### src/rtl/pipe_ctrl_pkg.sv
// Shared encodings for the pipeline run/step/halt sequencer.
// State and halt-cause codes are visible on the debug readout.
package pipe_ctrl_pkg;

    typedef enum logic [2:0] {
        ST_IDLE   = 3'd0,
        ST_RUN    = 3'd1,
        ST_STEP   = 3'd2,
        ST_DRAIN  = 3'd3,
        ST_HALTED = 3'd4
    } run_state_t;

    typedef enum logic [1:0] {
        HC_NONE = 2'b00,
        HC_HOST = 2'b01,
        HC_BP   = 2'b10,
        HC_OP   = 2'b11
    } halt_cause_t;

    localparam logic [5:0] HALT_OP_DEF   = 6'h3F;
    localparam int         DRAIN_CYC_DEF = 3;

endpackage

### src/rtl/pipe_run_ctrl_sat_counter.sv
// Saturating up-counter with synchronous clear and zero-load.
// Holds at all-ones instead of wrapping.
module sat_counter #(
    parameter int W = 32
) (
    input  logic         clk,
    input  logic         clear,
    input  logic         zero,
    input  logic         inc,
    output logic [W-1:0] q
);

    // count up, stick at the top value
    always_ff @(posedge clk) begin
        if (clear || zero) begin
            q <= '0;
        end else if (inc && (q != '1)) begin
            q <= q + W'(1);
        end
    end

endmodule

### src/rtl/pipe_run_ctrl.sv
// Run/step/halt sequencer for the 5-stage pipeline.
// Gates fetch and pipeline advance, drains on halt, counts activity.
module pipe_run_ctrl
    import pipe_ctrl_pkg::*;
#(
    parameter int              PC_W      = 32,
    parameter int              CNT_W     = 32,
    parameter int              OP_W      = 6,
    parameter logic [OP_W-1:0] HALT_OP   = OP_W'(HALT_OP_DEF),
    parameter int              DRAIN_CYC = DRAIN_CYC_DEF
) (
    input  logic             clk,
    input  logic             clear,
    input  logic             start,
    input  logic             step,
    input  logic             halt_req,
    input  logic             bp_en,
    input  logic [PC_W-1:0]  bp_addr,
    input  logic [PC_W-1:0]  pc,
    input  logic [OP_W-1:0]  op_code,
    input  logic             stall,
    output logic             fetch_en,
    output logic             pipe_en,
    output logic             kill_if,
    output logic             halted,
    output logic [2:0]       state,
    output logic [1:0]       halt_cause,
    output logic [CNT_W-1:0] cycle_cnt,
    output logic [CNT_W-1:0] instr_cnt
);

    localparam int DW = $clog2(DRAIN_CYC + 1);
    localparam logic [DW-1:0] DRAIN_LAST = DW'(DRAIN_CYC - 1);

    run_state_t  st;
    halt_cause_t cause;
    logic        bp_skip;
    logic [DW-1:0] drain_cnt;
    logic        bp_hit;
    logic        halt_op;
    logic        active;
    logic        cnt_zero;

    assign bp_hit  = bp_en & (pc == bp_addr) & ~bp_skip;
    assign halt_op = (op_code == HALT_OP) & ~stall;
    assign active  = (st == ST_RUN) | (st == ST_STEP) | (st == ST_DRAIN);

    // breakpointed PC is gated off in the same cycle it is seen
    assign fetch_en = ((st == ST_RUN) & ~halt_req & ~bp_hit)
                    | (st == ST_STEP);

    assign cnt_zero   = (st == ST_IDLE) & (start | step);
    assign halted     = (st == ST_HALTED);
    assign state      = st;
    assign halt_cause = cause;

    // sequencer state, drain counter and registered pipeline controls
    always_ff @(posedge clk) begin
        if (clear) begin
            st        <= ST_IDLE;
            cause     <= HC_NONE;
            pipe_en   <= 1'b0;
            kill_if   <= 1'b0;
            bp_skip   <= 1'b0;
            drain_cnt <= '0;
        end else begin
            pipe_en <= active;
            kill_if <= 1'b0;
            unique case (st)
                ST_IDLE: begin
                    if (start) begin
                        st      <= ST_RUN;
                        cause   <= HC_NONE;
                        bp_skip <= 1'b0;
                    end else if (step) begin
                        st    <= ST_STEP;
                        cause <= HC_NONE;
                    end
                end
                ST_RUN: begin
                    if (!stall) bp_skip <= 1'b0;
                    if (halt_req) begin
                        st        <= ST_DRAIN;
                        cause     <= HC_HOST;
                        drain_cnt <= '0;
                    end else if (bp_hit) begin
                        st        <= ST_DRAIN;
                        cause     <= HC_BP;
                        drain_cnt <= '0;
                    end else if (halt_op) begin
                        st        <= ST_DRAIN;
                        cause     <= HC_OP;
                        drain_cnt <= '0;
                        kill_if   <= 1'b1;
                    end
                end
                ST_STEP: begin
                    if (!stall) begin
                        st        <= ST_DRAIN;
                        cause     <= HC_NONE;
                        drain_cnt <= '0;
                    end else if (halt_req) begin
                        st        <= ST_DRAIN;
                        cause     <= HC_HOST;
                        drain_cnt <= '0;
                    end
                end
                ST_DRAIN: begin
                    if (!stall) begin
                        if (drain_cnt == DRAIN_LAST) begin
                            st <= ST_HALTED;
                        end else begin
                            drain_cnt <= drain_cnt + DW'(1);
                        end
                    end
                end
                ST_HALTED: begin
                    if (start) begin
                        st      <= ST_RUN;
                        cause   <= HC_NONE;
                        bp_skip <= 1'b1;
                    end else if (step) begin
                        st    <= ST_STEP;
                        cause <= HC_NONE;
                    end
                end
                default: st <= ST_IDLE;
            endcase
        end
    end

    sat_counter #(.W(CNT_W)) u_cycle_cnt (
        .clk   (clk),
        .clear (clear),
        .zero  (cnt_zero),
        .inc   (active),
        .q     (cycle_cnt)
    );

    sat_counter #(.W(CNT_W)) u_instr_cnt (
        .clk   (clk),
        .clear (clear),
        .zero  (cnt_zero),
        .inc   (fetch_en & ~stall),
        .q     (instr_cnt)
    );

endmodule

### config.mk
export PLATFORM = sky130hd
export DESIGN_NAME = pipe_run_ctrl
export DESIGN_NICKNAME = d
export VERILOG_FILES = /design/src/rtl/pipe_ctrl_pkg.sv /design/src/rtl/pipe_run_ctrl_sat_counter.sv /design/src/rtl/pipe_run_ctrl.sv
export SDC_FILE = /design/constraint.sdc
export NUM_CORES = 1
export LEC_CHECK = 0
export CAP_MARGIN = 10
export CORE_ASPECT_RATIO = 0.7
export CORE_MARGIN = 2
export CORE_UTILIZATION = 46
export CTS_BUF_LIST = sky130_fd_sc_hd__clkbuf_8
export CTS_CLUSTER_DIAMETER = 120
export DETAILED_ROUTE_END_ITERATION = 16
export PLACE_DENSITY = 0.82
export SLEW_MARGIN = 5
export SYNTH_ARGS = -nofsm -noshare
export SYNTH_HDL_FRONTEND = slang
export SYNTH_SLANG_ARGS = --single-unit
### constraint.sdc
create_clock -name clk -period 3.1 [get_ports clk]
set_input_delay 0.62 -clock clk [delete_from_list [all_inputs] [get_ports clk]]
set_output_delay 0.62 -clock clk [all_outputs]
set_load 0.01 [all_outputs]
Word level (Yosys, flattened, before mapping). Cells that the tools add are included.

Bits in registers: 74.

$add $sub $neg: 3. Equal/unequal tests: 18. Muxes and demuxes: 31. Bitwise operators: 16. Reduce and logical (&&, ||, !) cells: 13.

Operators by type and width (number): 32-bit by 1-bit adder with 32-bit output (second input constant) (2); 32-bit != test (second input constant) (2); 32-bit == test (1); 2-bit 2-to-1 mux (14); 3-bit 2-to-1 mux (9); 2-bit one-hot mux with 3 select lines (2); 3-bit one-hot mux with 4 select lines (1); 2-bit != test (second input constant) (5); 5-bit AND reduction (2); 3-bit nonzero test (3); 4-bit AND reduction (2); 1-bit AND (7); 3-bit by 2-bit == test with 1-bit output (second input constant) (2); 6-bit == test (second input constant) (1); 1-bit inverter (5); 1-bit 2-to-1 mux (4); 4-bit != test (second input constant) (1); 1-bit OR (4); 4-bit OR reduction (1); 3-bit by 1-bit == test with 1-bit output (second input constant) (1); 3-bit == test (second input constant) (1); 3-bit logical NOT (1); 3-bit by 1-bit != test with 1-bit output (second input constant) (1); 3-bit != test (second input constant) (1); other kinds (7) (8).

Depth between registers and ports, before layout. Gate-level depths: netlist of run 1.

Depth after elaboration: 8. Depth in mapped cells: 10.

By module. Synthesis of run 1 repeated with hierarchy kept, for this count alone.

Cells, all modules: 513. Area total of the unflattened synthesis: 4394.2 um2.

By module, submodules not included: sat_counter at u_instr_cnt (instances 1, cells an instance 194, area each 1722.9 um2); sat_counter at u_cycle_cnt (instances 1, cells an instance 189, area each 1681.6 um2); pipe_run_ctrl (instances 1, cells an instance 130, area each 989.7 um2).

Least setup slack after synthesis of run 1. No wires, ideal clock.

Kind: input to output. Start: in bp_addr[15]. End: out fetch_en. Arrival time: 1.779 ns. Path slack: 0.701 ns. Stages on the path: 7. Path buffers: 1. Cells stage by stage: xor2_1 nor4_1 and4_1 nand4_1 clkbuf_1 nand2_1 nand2b_1.

Longest elaborated chain between the ends: 6.

Ends and longest elaborated chain: start: declaration (line pipe_run_ctrl.sv:18) `input logic [PC_W-1:0] bp_addr,`; 32-bit == test (line pipe_run_ctrl.sv:44) `assign bp_hit = bp_en & (pc == bp_addr) & ~bp_skip;`; 1-bit AND (2 in a row) (line pipe_run_ctrl.sv:44); 1-bit inverter (line pipe_run_ctrl.sv:49) `assign fetch_en = ((st == ST_RUN) & ~halt_req & ~bp_hit)`; 1-bit AND (line pipe_run_ctrl.sv:49); 1-bit OR (line pipe_run_ctrl.sv:50) `| (st == ST_STEP);`; end: declaration (line pipe_run_ctrl.sv:22) `output logic fetch_en,`.

No other way between the ends.

Final worst setup path of run 1. Same ends and word-level chain as after synthesis.

==> results of run 1 <==
registers in the layout, summed over array words and instances, names as in the netlist:
| signal | cells |
|---|---|
| u_instr_cnt.q | 32 |
| state | 3 |
| kill_if | 1 |
| bp_skip | 1 |
| drain_cnt | 2 |
| halt_cause | 2 |
| pipe_en | 1 |
| u_cycle_cnt.q | 32 |
where the power goes:
group / leakage, nW / switching (mW) / internal (mW)
Clock: 0.105 / 0.354 / 0.348
Combinational: 1.29 / 0.327 / 0.303
Sequential: 0.597 / 0.0364 / 0.980
tightest hold or removal path, cell delays in order, from the launching register on:
cell and delay [ns]:
sky130_fd_sc_hd__dfxtp_1 0.31, sky130_fd_sc_hd__nand2_1 0.05, sky130_fd_sc_hd__mux2i_1 0.06
synth_stat cells (7+ instances only):
master                     number
sky130_fd_sc_hd__clkbuf_1      12
sky130_fd_sc_hd__o211ai_1      10
sky130_fd_sc_hd__dfxtp_1       74
sky130_fd_sc_hd__or4_1         15
sky130_fd_sc_hd__xor2_1        18
sky130_fd_sc_hd__o21ai_0       26
sky130_fd_sc_hd__nor4_1         8
sky130_fd_sc_hd__nor2_1        64
sky130_fd_sc_hd__and3_1         7
sky130_fd_sc_hd__o31ai_1        8
sky130_fd_sc_hd__and4_1         8
sky130_fd_sc_hd__nor3_1         9
sky130_fd_sc_hd__or3_1         17
sky130_fd_sc_hd__a21oi_1       27
sky130_fd_sc_hd__nand2_1       45
sky130_fd_sc_hd__nand4_1       21
sky130_fd_sc_hd__xnor2_1       40
sky130_fd_sc_hd__inv_1         21
sky130_fd_sc_hd__nand3_1       21
cell type report:
class	count	area (sq um)
clock buffer	12	165
clock inverter	4	17.5
fill	706	2540
inverter	21	78.8
multi-input combinational	401	2480
sequential	74	1480
tap	120	150
timing repair buffer	165	1640
how the worst max path moves through the flow:
stage / endpoint / slack [ns] / cells past startpoint
after floorplan: fetch_en / 0.70 / 7
after global placement: fetch_en / -0.02 / 8
after detailed placement: fetch_en / -0.06 / 8
after CTS: fetch_en / 0.14 / 8
after global routing: fetch_en / 0.004 / 8
final: fetch_en / 0.15 / 8
kinds of logic after synthesis:
group,after synthesis
flip-flops,74
AO/OA/AOI/OAI,93
adder cells (fa/ha/maj),4
buffers and inverters,40
multiplexers,7
XOR/XNOR,58
AND/OR/NAND/NOR,239
what timing repair did:
action	in CTS	in global routing
resized for setup	1	0
endpoints found under the setup margin	1	0
setup buffers	0	0
per-layer routing:
layer  GRT usage (%)  vias up
li1                -     2172
met1            35.7     2066
met2            42.4      171
met3            6.06       23
met4            8.56        0
met5               0        -
==> qor.txt, run 1 <==
WP data required: 2.48 ns
Area fraction in compound gates after synthesis: 14.0%
Pre-CTS worst setup slack: -0.0607 ns
Design Area, Final: 6000 sq um
Vias per inst: 5.56
Count of nets left with antenna violations after detail routing: 0
Average wire per cell in the routed design: 15.9 um
Post-Syn Nets: 595
Most common cell after layout, fill and taps aside: sky130_fd_sc_hd__clkdlybuf4s50_1
Number of cells on the worst hold path: 2
Maximum VDD drop: 0.312 mV
Synthesized-area fraction occupied by xor and xnor cells: 12.4%
CTS Buffer Depth: 2
Highest layer used for signal routing: met4
Count of flip-flops with a built-in enable after synthesis: 0
Critical Path Source: bp_addr[15]
Routed length on met2: 5990 um
Post-Synthesis Mean Instance Area: 7.97 sq um
Drt total wl: 12700 um
Total negative setup slack: 0 ns
Nature of the critical path endpoint: primary output
Commonest cells after routing, fill and taps aside: sky130_fd_sc_hd__clkdlybuf4s50_1 (148), sky130_fd_sc_hd__dfxtp_1 (74), sky130_fd_sc_hd__nor2_1 (64), sky130_fd_sc_hd__nand2_1 (45), sky130_fd_sc_hd__xnor2_1 (40)
Insertion delay to the later sink of the worst-skew pair: 0.36 ns
Count of H-tree levels built during CTS: 3
Dominant synthesized flop cell: sky130_fd_sc_hd__dfxtp_1
Family of cells with the greatest summed delay on the critical path: simple AND/OR/NAND/NOR gates
Final hold violation count: 0
Remaining DRCs: 0
Final setup violation count: 0
Area of the die: 9710 sq um
Number of buffers inserted during clock tree synthesis: 9
Destination of the worst register-to-register timing path: u_cycle_cnt.q[24]
Number of library cell types mapped by synthesis: 51
Multiplexer share of the synthesized area: 1.77%
Area share of and/or/nand/nor cells after synthesis: 30.8%
First-pass GRT wire length: 20500 um
CTS Root Cell: sky130_fd_sc_hd__clkbuf_8
Placed cell areas: 5820 sq um
Total via count in the routed design: 4432
Chip Width: 117 um
Final setup slack of the worst path: 0.152 ns
Number of violations of the max-capacitance limit: 0
Type of the most critical hold path: reg -> reg
Number of antenna violations at the first check in global routing: 0
Post-Syn Area: 4110 sq um
Area Growth Syn to Fin: 46.2%
Length in cells of the worst reg-to-reg path: 7
CP Cell Sequence: clkdlybuf4s50_1, xor2_1, nor4_1, and4_1, nand4_1, nand2_1, nand2b_1, dlygate4sd2_1
Number of global-route vias before repair: 4189
Initial DRT Pass Iterations: 5
Post-layout min period: 2.95 ns
Power, Total: 2.35 mW
Final global-route overflow total: 0
Die Height: 83.1 um
Core area: 8550 sq um
Detailed-routed wire length on met3: 695 um
Actual transition at the worst max-transition pin: 0.820 ns
CP bufs+invs: 2
Final critical-path share of the clock period: 95.1%
CP Launch Type: input pin
Worst-case hold path end point: halt_cause[1]
Combinational family with the most area after synthesis: simple AND/OR/NAND/NOR gates
Top achievable clock speed: 0.339 GHz
Worst Path Class, Setup: in -> out
Worst max-slew margin expressed relative to the limit: 45.1%
Final weighted congestion in routability-driven placement: 0.870
Largest net degree at the start of global routing: 31
Synth async-reset ratio: 0%
Share of Yosys cell area claimed by the top area cell type: 36.1%
Adder-cell share of the synthesized area: 1.16%
Cell count after synthesis: 515
Antenna diode count: 0
Detailed-routing wirelength on met1: 5730 um
Pins over their slew limit: 0
Number of buffer cells added on primary ports: 149
Worst endpoint data arrival time: 2.33 ns
Effective utilization at floorplan: 48.0%
Sequential cell area fraction in the yosys report: 36.1%
Post-detailed-placement half-perimeter wirelength: 9710 um
Post-CTS Hold Buffers: 0
Slowest cell on the critical path: sky130_fd_sc_hd__clkdlybuf4s50_1
Share of the core filled with cells: 70.2%
Clock transition at the registers of the reported paths: 0.07 ns
FF+latch count, synth: 74
Worst reg2reg path startpoint: u_cycle_cnt.q[17]
Peak per-stage delay on the critical path: 0.41 ns
Setup repair after global routing missed its margin: false
Number of primary I/O pins: 150
Worst Min Path Start: halt_cause[1]
TritonCTS Sinks: 74
Clock skew: 0.00642 ns
Library cell with the largest summed area after synthesis: sky130_fd_sc_hd__dfxtp_1
Top cells by area, synth: sky130_fd_sc_hd__dfxtp_1 (36%), sky130_fd_sc_hd__xnor2_1 (8.5%), sky130_fd_sc_hd__nor2_1 (5.9%)
Starting DRC count in detailed routing: 303
Largest fanout on the critical path: 2
Number of nets in the layout: 752
Run status: complete, no violations
Hold_ws: 0.467 ns
Power density normalized to cell area: 391 nW/um^2
Proportion of layout cells with a drive suffix above 1: 6.65%
Static Leak: 1.99 nW
TritonCTS clock tree: yes
Worst R2R Setup Slack: 0.52 ns
Number of standard cells in the final layout excluding fillers: 797
Cell Count Post-Placement: 781
Total global routing track utilization: 26.7%
Number of warnings reported in the yosys synthesis log: 0
Standard-cell rows: 28
Note: power is estimated with default switching activity, not from simulation.
==> run 2, diff against run 1 <==
Settings changed: SETUP_SLACK_MARGIN from default to 0.1.
==> qor.txt, run 2 (same netlist as run 1, synthesis figures left out) <==
Placed cell areas: 5820 sq um
Worst endpoint data arrival time: 2.15 ns
WP data required: 2.48 ns
Setup repair after global routing missed its margin: false
Worst Path Class, Setup: in -> out
Average wire per cell in the routed design: 15.9 um
CP Launch Type: input pin
TritonCTS clock tree: yes
Number of buffer cells added on primary ports: 149
Number of primary I/O pins: 150
Run status: complete, no violations
Number of buffers inserted during clock tree synthesis: 9
CTS Root Cell: sky130_fd_sc_hd__clkbuf_8
Number of buffers added for setup after CTS: 0
Reg area: 1480 sq um
Largest net degree at the start of global routing: 31
Top achievable clock speed: 0.361 GHz
Worst max-slew margin expressed relative to the limit: 45.1%
Post-detailed-placement half-perimeter wirelength: 9710 um
Power density normalized to cell area: 391 nW/um^2
Nature of the critical path endpoint: primary output
Power, Total: 2.35 mW
Area taken by multi-input logic gates: 2480 sq um
Die Height: 83.1 um
Design Area, Final: 6010 sq um
Post-layout min period: 2.77 ns
Final setup violation count: 0
Area Growth Syn to Fin: 46.3%
Proportion of layout cells with a drive suffix above 1: 6.94%
Starting DRC count in detailed routing: 329
Clock skew: 0.00619 ns
Insertion delay to the later sink of the worst-skew pair: 0.36 ns
Static Leak: 1.99 nW
Most common cell after layout, fill and taps aside: sky130_fd_sc_hd__clkdlybuf4s50_1
Type of the most critical hold path: reg -> reg
Final hold violation count: 0
Number of global-route vias before repair: 4189
Remaining DRCs: 0
Number of antenna violations at the first check in global routing: 0
Count of nets left with antenna violations after detail routing: 0
Initial DRT Pass Iterations: 5
Drt total wl: 12600 um
Largest fanout on the critical path: 2
Maximum VDD drop: 0.312 mV
Cell Count Post-Placement: 781
TritonCTS Sinks: 74
Length in cells of the worst reg-to-reg path: 7
Clock transition at the registers of the reported paths: 0.07 ns
Actual transition at the worst max-transition pin: 0.820 ns
Standard-cell rows: 28
Final weighted congestion in routability-driven placement: 0.870
Chip Width: 117 um
Area of the die: 9710 sq um
First-pass GRT wire length: 20500 um
Final critical-path share of the clock period: 89.4%
Total global routing track utilization: 26.7%
Commonest cells after routing, fill and taps aside: sky130_fd_sc_hd__clkdlybuf4s50_1 (148), sky130_fd_sc_hd__dfxtp_1 (74), sky130_fd_sc_hd__nor2_1 (64), sky130_fd_sc_hd__nand2_1 (45), sky130_fd_sc_hd__xnor2_1 (40)
Number of violations of the max-capacitance limit: 0
Number of cells on the worst hold path: 2
Count of H-tree levels built during CTS: 3
Number of standard cells in the final layout excluding fillers: 797
Total via count in the routed design: 4429
Vias per inst: 5.56
Final global-route overflow total: 0
Effective utilization at floorplan: 48.0%
CTS Buffer Depth: 2
Pins over their slew limit: 0
Antenna diode count: 0
Post-CTS Hold Buffers: 0
Core area: 8550 sq um
Number of nets in the layout: 752
Share of the core filled with cells: 70.3%
Fillcell total: 706
[run 2: changes by cell type in the layout (fill, tap and decap cells not counted)]
cell,before,now
sky130_fd_sc_hd__clkbuf_2,0,1
sky130_fd_sc_hd__dlygate4sd2_1,1,0
sky130_fd_sc_hd__nor4_1,8,7
sky130_fd_sc_hd__nor4_2,4,5
[run 2: worst max-delay path, cell delays in order]
cell and delay, ns:
sky130_fd_sc_hd__clkdlybuf4s50_1 0.42, sky130_fd_sc_hd__xor2_1 0.18, sky130_fd_sc_hd__nor4_2 0.26, sky130_fd_sc_hd__and4_1 0.23
sky130_fd_sc_hd__nand4_1 0.11, sky130_fd_sc_hd__nand2_1 0.12, sky130_fd_sc_hd__nand2b_1 0.07, sky130_fd_sc_hd__clkbuf_2 0.13
[run 2: repair_timing]
action / 4_1_cts / 5_1_grt
pin swaps: 1 / 3
endpoints found under the hold margin: 0 / 0
setup endpoints to repair: 1 / 1
gates resized for setup: 1 / 3
[run 2: layout make-up]
class                      instances  share of cell area [%]
clock buffer                      12                    2.75
clock inverter                     4                   0.292
inverter                          21                    1.31
multi-input combinational        401                    41.3
sequential                        74                    24.7
tap                              120                    2.50
timing repair buffer             165                    27.2
[run 2: final timing paths]
check	startpoint	end	slack, ns
setup / recovery	bp_addr[15]	fetch_en	0.33
hold / removal	halt_cause[1]	halt_cause[1]	0.47
setup reg to reg	u_cycle_cnt.q[7]	u_cycle_cnt.q[12]	0.52
hold reg to reg	halt_cause[1]	halt_cause[1]	0.47
[run 2: per-layer routing]
layer | vias up | global-route usage, % | routed length (um)
met2 | 158 | 42.4 | 6030
met1 | 2078 | 35.7 | 5720
li1 | 2170 | - | -
met5 | - | 0 | 0
met3 | 23 | 6.06 | 635
met4 | 0 | 8.56 | 252
[run 2: power by group]
part / leakage [nW] / switching, mW / internal, mW
combinational: 1.29 / 0.327 / 0.303
sequential: 0.597 / 0.0363 / 0.980
clock: 0.105 / 0.354 / 0.348
[run 2: stage by stage]
step | worst slack [ns] | hold WS [ns] | setup TNS, ns
after floorplan | 0.701 | 0.438 | 0
after global placement | -0.0154 | 0.445 | -0.0154
after detailed placement | -0.0607 | 0.458 | -0.0607
after global routing | 0.178 | 0.496 | 0
final | 0.329 | 0.467 | 0
after CTS | 0.138 | 0.473 | 0
==> run 3, diff against run 2 <==
Settings changed: PLACE_DENSITY 0.82 to 0.81.
==> qor.txt, run 3 (same netlist as run 1, synthesis figures left out) <==
Run status: complete, no violations
Starting DRC count in detailed routing: 356
Post-CTS Hold Buffers: 0
Top achievable clock speed: 0.343 GHz
Drt total wl: 12500 um
Insertion delay to the later sink of the worst-skew pair: 0.35 ns
Commonest cells after routing, fill and taps aside: sky130_fd_sc_hd__clkdlybuf4s50_1 (146), sky130_fd_sc_hd__dfxtp_1 (74), sky130_fd_sc_hd__nor2_1 (64), sky130_fd_sc_hd__nand2_1 (44), sky130_fd_sc_hd__xnor2_1 (40)
Initial DRT Pass Iterations: 5
Post-layout min period: 2.92 ns
Count of H-tree levels built during CTS: 3
Final weighted congestion in routability-driven placement: 1.00
TritonCTS clock tree: yes
Actual transition at the worst max-transition pin: 0.691 ns
Core area: 8550 sq um
Clock skew: 0.0134 ns
Share of the core filled with cells: 71.4%
Die Height: 83.1 um
Antenna diode count: 0
Number of standard cells in the final layout excluding fillers: 801
Most common cell after layout, fill and taps aside: sky130_fd_sc_hd__clkdlybuf4s50_1
Post-detailed-placement half-perimeter wirelength: 9520 um
Nature of the critical path endpoint: primary output
Cell Count Post-Placement: 782
WP data required: 2.48 ns
Pins over their slew limit: 0
Total via count in the routed design: 4478
Worst reg2reg path startpoint: u_cycle_cnt.q[0]
Number of antenna violations at the first check in global routing: 0
CTS Root Cell: sky130_fd_sc_hd__clkbuf_8
Area of the die: 9710 sq um
Largest fanout on the critical path: 2
Number of primary I/O pins: 150
Chip Width: 117 um
Largest net degree at the start of global routing: 33
Total negative setup slack: 0 ns
TritonCTS Sinks: 74
Total global routing track utilization: 26.5%
Critical Path Source: bp_addr[12]
Busiest layer in global routing: met2
Number of nets in the layout: 756
Static Leak: 2.04 nW
Met3 capacity usage during global routing: 6.64%
Worst max-slew margin expressed relative to the limit: 53.8%
Power density normalized to cell area: 415 nW/um^2
Maximum VDD drop: 0.356 mV
Global Route met1 Usage: 36.0%
Average wire per cell in the routed design: 15.7 um
Hold_ws: 0.466 ns
Effective utilization at floorplan: 48.0%
Number of buffer cells added on primary ports: 149
Proportion of layout cells with a drive suffix above 1: 8.08%
Setup repair after global routing missed its margin: false
Type of the most critical hold path: reg -> reg
Final setup violation count: 0
Worst Min Path Start: drain_cnt[0]
Worst endpoint data arrival time: 2.30 ns
Final hold violation count: 0
Number of global-route vias before repair: 4249
Remaining DRCs: 0
Area Growth Syn to Fin: 48.6%
Final global-route overflow total: 0
Count of nets left with antenna violations after detail routing: 0
Number of buffers inserted during clock tree synthesis: 9
Pre-CTS worst setup slack: -0.214 ns
Final critical-path share of the clock period: 94.1%
Number of violations of the max-capacitance limit: 0
Worst Path Class, Setup: in -> out
CP Launch Type: input pin
Clock transition at the registers of the reported paths: 0.07 ns
Vias per inst: 5.59
Fillcell total: 730
Standard-cell rows: 28
Final setup slack of the worst path: 0.184 ns
First-pass GRT wire length: 20600 um
CTS Buffer Depth: 2
Met2 demand-to-capacity share in global routing: 39.9%
-- run 3: cell count changes in the layout (fill, tap and decap cells not counted), moves of 2 or more --
cell and delta:
sky130_fd_sc_hd__buf_4 +5, sky130_fd_sc_hd__inv_1 -2, sky130_fd_sc_hd__dlymetal6s2s_1 +2, sky130_fd_sc_hd__bufinv_16 +2, sky130_fd_sc_hd__clkdlybuf4s50_1 -2
-- run 3: stage by stage --
stage                     area, sq um  total power [mW]
after floorplan                  4110              1.35
after global placement           5820              1.65
after detailed placement         5820              1.67
after CTS                        6090              2.54
after global routing             6100              2.65
final                            6100              2.53
-- run 3: final cells by class --
type / instances / area [sq um] / area share [%]
flip-flops and latches: 74 / 1480 / 24.3
clock inverters: 4 / 72.6 / 1.19
multi-input cells: 401 / 2500 / 41.0
inverters: 21 / 78.8 / 1.29
well taps: 120 / 150 / 2.46
repair buffers: 169 / 1650 / 27.1
clock buffers: 12 / 165 / 2.71
-- run 3: path summary, 6_finish.rpt --
kind                                          end  slack, ns  cells after the start
worst max-delay path                     fetch_en       0.18                      8
worst min-delay path                 drain_cnt[0]       0.47                      2
worst max register to register  u_cycle_cnt.q[24]       0.54                      8
worst min register to register       drain_cnt[0]       0.47                      2
-- run 3: worst max-delay path, stage by stage --
cell and delay (ns):
sky130_fd_sc_hd__clkdlybuf4s50_1 0.42, sky130_fd_sc_hd__xor2_1 0.17, sky130_fd_sc_hd__nor4_2 0.38, sky130_fd_sc_hd__and4_1 0.25
sky130_fd_sc_hd__nand4_1 0.12, sky130_fd_sc_hd__nand2_2 0.12, sky130_fd_sc_hd__nand2b_1 0.06, sky130_fd_sc_hd__buf_2 0.14
-- run 3: repair_timing --
action | CTS | global route
gates cloned | 0 | 0
setup endpoints to repair | 1 | 28
endpoints found under the hold margin | 0 | 0
pin swaps | 3 | 5
gates resized for setup | 4 | 6
setup buffers | 3 | 1
-- run 3: per-layer routing --
layer	share of wire (%)	vias to the layer above
li1	-	2175
met1	45	2068
met2	45	198
met3	7.0	37
met4	2.8	0
met5	0	-
-- run 3: power breakdown --
part / leakage [nW] / switching, mW / total (mW) / internal, mW
clock: 0.119 / 0.359 / 0.877 / 0.518
sequential: 0.597 / 0.0330 / 1.01 / 0.980
combinational: 1.32 / 0.341 / 0.644 / 0.303
